[config.mk]
export PLATFORM = sky130hd
export DESIGN_NAME = mult_accum
export DESIGN_NICKNAME = d
export VERILOG_FILES = /design/src/rtl/mult_accum.sv
export SDC_FILE = /design/constraint.sdc
export NUM_CORES = 1
export LEC_CHECK = 0
export CORE_MARGIN = 3
export CORE_UTILIZATION = 30
export DETAILED_ROUTE_END_ITERATION = 7
export SYNTH_ARGS = -nofsm -noshare
export SYNTH_HDL_FRONTEND = slang
export SYNTH_SLANG_ARGS = --single-unit
[constraint.sdc]
create_clock -name clock -period 3.5 [get_ports clock]
set_input_delay 0.525 -clock clock [delete_from_list [all_inputs] [get_ports clock]]
set_output_delay 0.525 -clock clock [all_outputs]
set_load 0.05 [all_outputs]
[src/rtl/mult_accum.sv]
// mult_accum: signed dot-product accumulator placed behind the 4-stage
// pipelined 16-bit multiplier. Each group of LEN products is summed into an
// ACC_W-bit result. Results are queued in a first-word-fall-through FIFO with
// a valid/ready output. A slot-reservation counter tells the issuer whether a
// new vector's result is guaranteed a FIFO entry.
// Build option: define MULT_ACCUM_SAT_EN to clamp on overflow; the default
// build wraps in two's complement. ovf is raised in both builds.
module mult_accum #(
    parameter int LEN       = 8,
    parameter int ACC_W     = 32,
    parameter int OUT_DEPTH = 4
) (
    input  logic             clock,
    input  logic             reset,
    input  logic [15:0]      prod_in,
    input  logic             prod_valid,
    input  logic             vec_start,
    output logic             vec_credit,
    output logic [ACC_W-1:0] acc_out,
    output logic             acc_valid,
    input  logic             acc_ready,
    output logic             ovf,
    output logic             err
);
    localparam int CNT_W = (LEN > 1) ? $clog2(LEN) : 1;
    localparam int PTR_W = (OUT_DEPTH > 1) ? $clog2(OUT_DEPTH) : 1;
    localparam int OCC_W = $clog2(OUT_DEPTH + 1);

`ifdef MULT_ACCUM_SAT_EN
    localparam logic [ACC_W-1:0] SAT_MAX = {1'b0, {(ACC_W-1){1'b1}}};
    localparam logic [ACC_W-1:0] SAT_MIN = {1'b1, {(ACC_W-1){1'b0}}};
`endif

    typedef enum logic {IDLE, ACC} state_t;

    // One accumulation step: the value to store and whether it overflowed.
    typedef struct packed {
        logic             ovf;
        logic [ACC_W-1:0] sum;
    } step_t;

    state_t                           state_q, state_d;
    logic [CNT_W-1:0]                 cnt_q, cnt_d;
    logic [ACC_W-1:0]                 acc_q, acc_d;
    logic [ACC_W-1:0]                 p_ext, addend, raw_sum;
    step_t                            step;
    logic                             is_last, push;

    logic [OUT_DEPTH-1:0][ACC_W-1:0]  mem;
    logic [PTR_W-1:0]                 rd_ptr, wr_ptr;
    logic [OCC_W-1:0]                 occ_q, occ_d;
    logic [OCC_W-1:0]                 slots_q, slots_d;
    logic [ACC_W-1:0]                 last_q;
    logic                             ovf_q, err_q;
    logic                             pop, full, push_ok, push_drop;
    logic                             start_ok, start_bad;

    function automatic logic [PTR_W-1:0] ptr_inc(input logic [PTR_W-1:0] p);
        return (p == PTR_W'(OUT_DEPTH - 1)) ? '0 : p + PTR_W'(1);
    endfunction

    // Datapath: sign-extend the product and add it to the running sum (or to
    // zero when starting a fresh vector); flag same-sign addends whose sum
    // flips sign.
    always_comb begin
        p_ext    = {{(ACC_W-16){prod_in[15]}}, prod_in};
        addend   = (state_q == ACC) ? acc_q : '0;
        raw_sum  = addend + p_ext;
        step.ovf = (addend[ACC_W-1] == p_ext[ACC_W-1]) &&
                   (raw_sum[ACC_W-1] != p_ext[ACC_W-1]);
`ifdef MULT_ACCUM_SAT_EN
        if (step.ovf) step.sum = p_ext[ACC_W-1] ? SAT_MIN : SAT_MAX;
        else          step.sum = raw_sum;
`else
        step.sum = raw_sum;
`endif
        is_last  = (cnt_q == CNT_W'(LEN - 1));
    end

    // Next-state logic: count products, emit a push on the last one of a vector.
    always_comb begin
        state_d = state_q;
        cnt_d   = cnt_q;
        acc_d   = acc_q;
        push    = 1'b0;
        if (prod_valid) begin
            acc_d = step.sum;
            if (is_last) begin
                cnt_d   = '0;
                state_d = IDLE;
                push    = 1'b1;
            end else begin
                cnt_d   = cnt_q + CNT_W'(1);
                state_d = ACC;
            end
        end
    end

    // Accumulator state register.
    always_ff @(posedge clock) begin
        if (!reset) begin
            state_q <= IDLE;
            cnt_q   <= '0;
            acc_q   <= '0;
        end else begin
            state_q <= state_d;
            cnt_q   <= cnt_d;
            acc_q   <= acc_d;
        end
    end

    // Handshake qualification. A start is judged against the slot count held
    // in the register, so a same-cycle pop does not rescue it. A push into a
    // full FIFO survives only when the head leaves on the same edge.
    always_comb begin
        acc_valid  = (occ_q != '0);
        vec_credit = (slots_q < OCC_W'(OUT_DEPTH));
        pop        = acc_valid && acc_ready;
        full       = (occ_q == OCC_W'(OUT_DEPTH));
        push_ok    = push && (!full || pop);
        push_drop  = push && full && !pop;
        start_ok   = vec_start && vec_credit;
        start_bad  = vec_start && !vec_credit;
        acc_out    = acc_valid ? mem[rd_ptr] : last_q;
    end

    // Occupancy and reservation counters; a pop with no outstanding
    // reservation leaves the slot count at zero.
    always_comb begin
        occ_d = occ_q;
        if (push_ok && !pop)      occ_d = occ_q + OCC_W'(1);
        else if (!push_ok && pop) occ_d = occ_q - OCC_W'(1);
        slots_d = slots_q;
        if (start_ok && !(pop && slots_q != '0))      slots_d = slots_q + OCC_W'(1);
        else if (!start_ok && pop && slots_q != '0)   slots_d = slots_q - OCC_W'(1);
    end

    // FIFO storage; contents are only meaningful below the occupancy count,
    // so the array itself needs no reset.
    always_ff @(posedge clock) begin
        if (reset && push_ok) mem[wr_ptr] <= step.sum;
    end

    // FIFO pointers, counters, output hold register and sticky flags.
    always_ff @(posedge clock) begin
        if (!reset) begin
            rd_ptr  <= '0;
            wr_ptr  <= '0;
            occ_q   <= '0;
            slots_q <= '0;
            last_q  <= '0;
            ovf_q   <= 1'b0;
            err_q   <= 1'b0;
        end else begin
            if (push_ok) wr_ptr <= ptr_inc(wr_ptr);
            if (pop)     rd_ptr <= ptr_inc(rd_ptr);
            occ_q   <= occ_d;
            slots_q <= slots_d;
            last_q  <= acc_out;
            ovf_q   <= ovf_q | (prod_valid && step.ovf);
            err_q   <= err_q | start_bad | push_drop;
        end
    end

    assign ovf = ovf_q;
    assign err = err_q;

    // Structural invariants of the counters and the output handshake.
    a_occ_range: assert property (@(posedge clock) disable iff (!reset)
        occ_q <= OCC_W'(OUT_DEPTH));
    a_slot_range: assert property (@(posedge clock) disable iff (!reset)
        slots_q <= OCC_W'(OUT_DEPTH));
    a_idle_cnt: assert property (@(posedge clock) disable iff (!reset)
        (state_q == IDLE) == (cnt_q == '0));
    a_hold: assert property (@(posedge clock) disable iff (!reset)
        (acc_valid && !acc_ready) |=> (acc_valid && $stable(acc_out)));

endmodule

Yosys cells after proc, flatten, opt, wreduce, memory -nomap -nowiden
Index checks and enable logic that the tools add are counted.
W data, S select, Z words.
{"block": "totals", "ff_bits": 208, "input_bits": 21, "out_inout_bits": 36, "wordCells": 79}
{"block": "op_classes", "n_addsub": 8, "magnitude_cmp": 4, "eq_ne": 6, "mux": 17, "bitwise_logic": 3, "reduce_logical": 27}
{"cell": "$bwmux W128", "count": 1}
{"cell": "$mux W32", "count": 4}
{"cell": "$bmux W32 S2", "count": 1}
{"cell": "$demux W32 S2", "count": 1}
{"cell": "$add A32 B32 Y32", "count": 1}
{"cell": "$logic_and A1 B1 Y1", "count": 16}
{"cell": "$mux W3", "count": 5}
{"cell": "$add A3 B1 Y3 const B", "count": 3}
{"cell": "$eq A3 B3 Y1 const B", "count": 2}
{"cell": "$logic_not A1 Y1", "count": 6}
{"cell": "$lt A2 B3 Y1 const B", "count": 2}
{"cell": "$reduce_bool A3 Y1", "count": 2}
{"cell": "$sub A3 B1 Y3 const B", "count": 2}
{"cell": "$add A2 B1 Y2 const B", "count": 2}
{"cell": "$eq A2 B2 Y1 const B", "count": 2}
{"cell": "$mux W2", "count": 2}
{"cell": "$reduce_bool A2 Y1", "count": 2}
{"cell": "$lt A3 B3 Y1 const B", "count": 1}
{"cell": "$mux W1", "count": 3}
{"cell": "$or A1 B1 Y1", "count": 3}
{"cell": "$ge A2 B1 Y1 const B", "count": 1}
{"cell": "$eq A1 B1 Y1", "count": 1}
{"cell": "$logic_or A1 B1 Y1", "count": 1}
{"cell": "$ne A1 B1 Y1", "count": 1}

Longest topological paths before layout
{"block": "logic_depth", "word_depth": 8, "ltp_mapped": 13}

Worst setup path after synthesis
OpenSTA, ideal clock, no wires.
{"block": "synth_timing", "path_type": "register to register", "start": "register state_q", "end": "register mem[122] (netlist bit) (data pin)", "setup_time_ns": 0.279, "t_arrival_ns": 2.685, "setup_slack_ns": 0.536, "stages_incl_launch_ff": 13, "path_cell_list": "dfxtp_1 clkbuf_1 clkbuf_1 and2_1 fa_1 a21o_1 a31o_1 a211oi_2 nor2b_2 a311oi_4 o21ai_4 a31oi_1 xnor2_1"}
{"block": "synth_between", "elab_chain_len": 3}
{"element": "start: declaration", "line_no": "42", "rtl": "state_t state_q, state_d;"}
{"element": "start signal: assignment", "line_no": "106", "rtl": "state_q <= state_d;"}
{"element": "$mux W32", "line_no": "67", "rtl": "addend = (state_q == ACC) ? acc_q : '0;"}
{"element": "$add A32 B32 Y32", "line_no": "68", "rtl": "raw_sum = addend + p_ext;"}
{"element": "named net raw_sum[26]", "line_no": "45", "rtl": "logic [ACC_W-1:0] p_ext, addend, raw_sum;"}
{"element": "$bwmux W128", "line_no": "141", "rtl": "if (reset && push_ok) mem[wr_ptr] <= step.sum;"}
{"element": "end signal: indexed assignment", "line_no": "141"}
{"element": "end: declaration", "line_no": "49", "rtl": "logic [OUT_DEPTH-1:0][ACC_W-1:0] mem;"}
The timed path passes the listed nets, and every way through them passes these cells.
A chain may end at the register's enable or synchronous reset.

Worst setup path after layout
{"block": "layout_timing", "start": "register rd_ptr[0]", "end": "output acc_out[31]"}
{"block": "layout_between", "elab_chain_len": 3}
{"element": "start: declaration", "line_no": "50", "rtl": "logic [PTR_W-1:0] rd_ptr, wr_ptr;"}
{"element": "start signal: assignment", "line_no": "156", "rtl": "if (pop) rd_ptr <= ptr_inc(rd_ptr);"}
{"element": "$bmux W32 S2", "line_no": "124", "rtl": "acc_out = acc_valid ? mem[rd_ptr] : last_q;"}
{"element": "$mux W32 (implied by the code)", "line_no": "124"}
{"element": "$mux W32", "line_no": "124"}
{"element": "end: declaration", "line_no": "19", "rtl": "output logic [ACC_W-1:0] acc_out,"}
No other way between the ends. The select of a mux whose other input is x is not followed.

==> results.json <==
{
  "initialDrtViolationCount": 384,
  "clock_skew_ns": 0.0160,
  "endpoint_kind": "output pin",
  "antenna_left": 0,
  "worstSetupPathType": "reg -> out",
  "critical_path.cell_chain": "buf_4 -> mux4_2 -> mux2_2 -> clkdlybuf4s50_1",
  "ir_drop_mv": 0.396,
  "ys_async_sr_fraction": 0,
  "worstHoldStart": "prod_valid",
  "layout.nets": 927,
  "yosysUniqueCellTypes": 58,
  "fin_cells": 1317,
  "multiInputGateArea_sq_um": 4190,
  "dieArea_sq_um": 35000,
  "path_delay_family": "buffers and inverters",
  "drc": 0,
  "power_density_nw_per_um2": 792,
  "overflow": 0,
  "gp_congestion": 0.858,
  "timing_hold_violations_final": 0,
  "yosys_warnings": 0,
  "die_w_um": 187,
  "total_power_w": 0.00946,
  "hpwl_um": 14800,
  "cpMaxStageDelayCell": "clkdlybuf4s50_1",
  "rsz0062_at_grt": "no",
  "max_freq_mhz": 300,
  "grt_pass1_vias": 6257,
  "synth.avg_cell_area_sq_um": 12.7,
  "h-tree-depth": 1,
  "syn_nets": 838,
  "grt_pass1_wl_um": 35200,
  "synthFlopType": "edfxtp_1",
  "rows": 65,
  "relSlewSlack": 0.393,
  "min_path_type": "in -> reg",
  "die_y_um": 187,
  "nFillCells": 3108,
  "cts.path.max_buffers": 3,
  "crit_path_max_fanout": 20,
  "vias_per_cell": 4.76,
  "syn_inst": 775,
  "status": "finished clean",
  "worstMarginPinSlew_ns": 0.911,
  "post-route-min-period_ns": 3.34,
  "power.leakage_nw": 4.44,
  "cts_hold_buf": 0,
  "wl_um": 22100,
  "ioPinCount": 57,
  "grt_max_degree": 38,
  "diodes": 0,
  "area_growth_pct": 21.3,
  "initial_core_util": 0.308,
  "r2r-start": "state_q",
  "worstSetupStartpointType": "flop",
  "antenna_found_initial": 0,
  "cp.required_ns": 2.97,
  "finalCritPeriodShare": 0.954,
  "dp.cells": 1273,
  "maxCapViolations": 0,
  "critPathArrivalTime_ns": 2.81,
  "slowest_delay_ns": 0.71,
  "io_buffers": 56,
  "grt_usage": 0.125,
  "clkTransAtPathRegs_ns": 0.06,
  "tritoncts": "done",
  "fp.coreArea_sq_um": 32000,
  "num_vias": 6272,
  "placed_cell_area_sq_um": 11200,
  "wl_per_cell_um": 16.8,
  "synth_area_sq_um": 9850,
  "seqCellArea_sq_um": 5450,
  "cts_root_buf": "clkbuf_16",
  "ys_seq_elements": 208,
  "first_pass_iters": 5,
  "final-setup-viol-count": 0,
  "finalMaxSlewViolations": 0,
  "clock_latency_ns": 0.52,
  "synth_edf_count": 128,
  "finalWorstSetupSlack_ns": 0.162,
  "critPathLaunch": "rd_ptr[0]",
  "cts_buffers": 24,
  "drive_gt1_frac": 0.196,
  "stdcell_area_sq_um": 11900,
  "dpl_worst_slack_ns": -0.0408,
  "ys_seq_area_frac": 0.553,
  "setup-tns-final_ns": 0,
  "crit_buf_inv": 2,
  "clock-sinks": 208
}
## cell usage after synthesis, types with 7 or more instances
library cell,count,area (sq um)
a21o_1,10,75.1
a21oi_1,36,180
a31oi_1,7,43.8
and2_1,69,432
and3_1,11,68.8
clkbuf_1,35,131
dfxtp_1,80,1600
edfxtp_1,128,3840
ha_1,39,488
inv_1,13,48.8
mux2_2,32,360
mux2i_1,29,290
mux4_2,32,721
nand2_1,30,113
nand3_1,20,100
nor2_1,54,203
nor2b_1,8,50.1
nor3_1,14,70.1
o21ai_0,20,100
or3_1,7,43.8
xnor2_1,20,175
xor2_1,11,96.3
## sequential cells by signal (all words and copies together) (netlist names), 2 cells and up
| signal | count |
|---|---|
| acc_q | 32 |
| slots_q | 3 |
| rd_ptr | 2 |
| mem | 128 |
| occ_q | 3 |
| last_q | 32 |
| wr_ptr | 2 |
| cnt_q | 3 |
## metrics by stage
stage	util	hold slack, ns
floorplan	-	0.441
global placement	0.349	0.448
detailed placement	0.349	0.453
CTS	0.374	0.410
global route	0.374	0.411
finish	0.374	0.418
## kinds of logic (layout without fill, tap and decap cells)
logic type / Yosys count / after routing / share of synthesized area
xor+xnor: 31 / 31 / 0.0276
mux: 93 / 93 / 0.139
compound gates: 116 / 116 / 0.0813
fa+ha+maj: 42 / 42 / 0.0557
simple gates: 230 / 230 / 0.121
buf+inv: 55 / 162 / 0.0216
flops: 208 / 208 / 0.553
## repair_timing
action | in CTS | in global routing
endpoints found under the setup margin | 7 | 4
gates resized for setup | 1 | 1
buffers inserted | 0 | 0
pin swaps | 0 | 0
## tightest hold or removal path, stage by stage
cell and delay (ns):
buf_2 0.15, nand2_1 0.09, o21ai_0 0.08, nor2_1 0.04
## layout make-up
class                           instances  share of cell area
Clock buffer                           29              0.0536
Clock inverter                         15              0.0118
Inverter                               14             0.00440
Multi-Input combinational cell        512               0.351
Sequential cell                       208               0.456
Tap cell                              435              0.0456
Timing Repair Buffer                  104              0.0777
## placed cells by master, fill, tap and decap left out, types with 3 or more instances in the layout
cell,count
nor2b_1,8
nor2_1,54
a21o_1,10
o211ai_1,4
clkbuf_1,4
and2_1,69
nand2_1,30
xnor2_1,20
a21oi_1,36
edfxtp_1,128
a211oi_1,5
mux2_2,32
xor2_1,11
fa_1,3
and3_1,11
clkinv_1,4
clkinvlp_4,3
mux4_2,32
nand3_1,20
buf_12,3
nand4_1,5
a21boi_0,3
ha_1,39
o21ai_0,20
inv_1,13
or3_1,6
a31oi_1,7
clkbuf_16,25
nor3_1,14
buf_4,53
mux2i_1,29
o21bai_1,3
clkdlybuf4s50_1,46
a311o_1,3
o21a_1,4
nand2b_1,3
dfxtp_1,78
clkinv_2,3
## routing by layer
| layer | up-vias | track usage | wire (um) |
|---|---|---|---|
| li1 | 3060 | - | - |
| met1 | 3060 | 0.171 | 10400 |
| met2 | 121 | 0.204 | 10200 |
| met3 | 31 | 0.0231 | 931 |
| met4 | 0 | 0.0291 | 511 |
| met5 | - | 0 | 0 |
## worst paths after layout
check / endpoint / slack, ns / cells after the start
setup reg to reg: mem[61] / 0.36 / 12
hold / removal: state_q / 0.42 / 4
setup / recovery: acc_out[31] / 0.16 / 4
hold reg to reg: acc_q[7] / 0.47 / 2
## power breakdown
part           total [W]  internal, W  switching (W)
Clock            0.00245      0.00146       0.000993
Combinational    0.00402      0.00158        0.00245
Sequential       0.00298      0.00289      0.0000905
No activity file was read; power rests on OpenSTA's default activity.
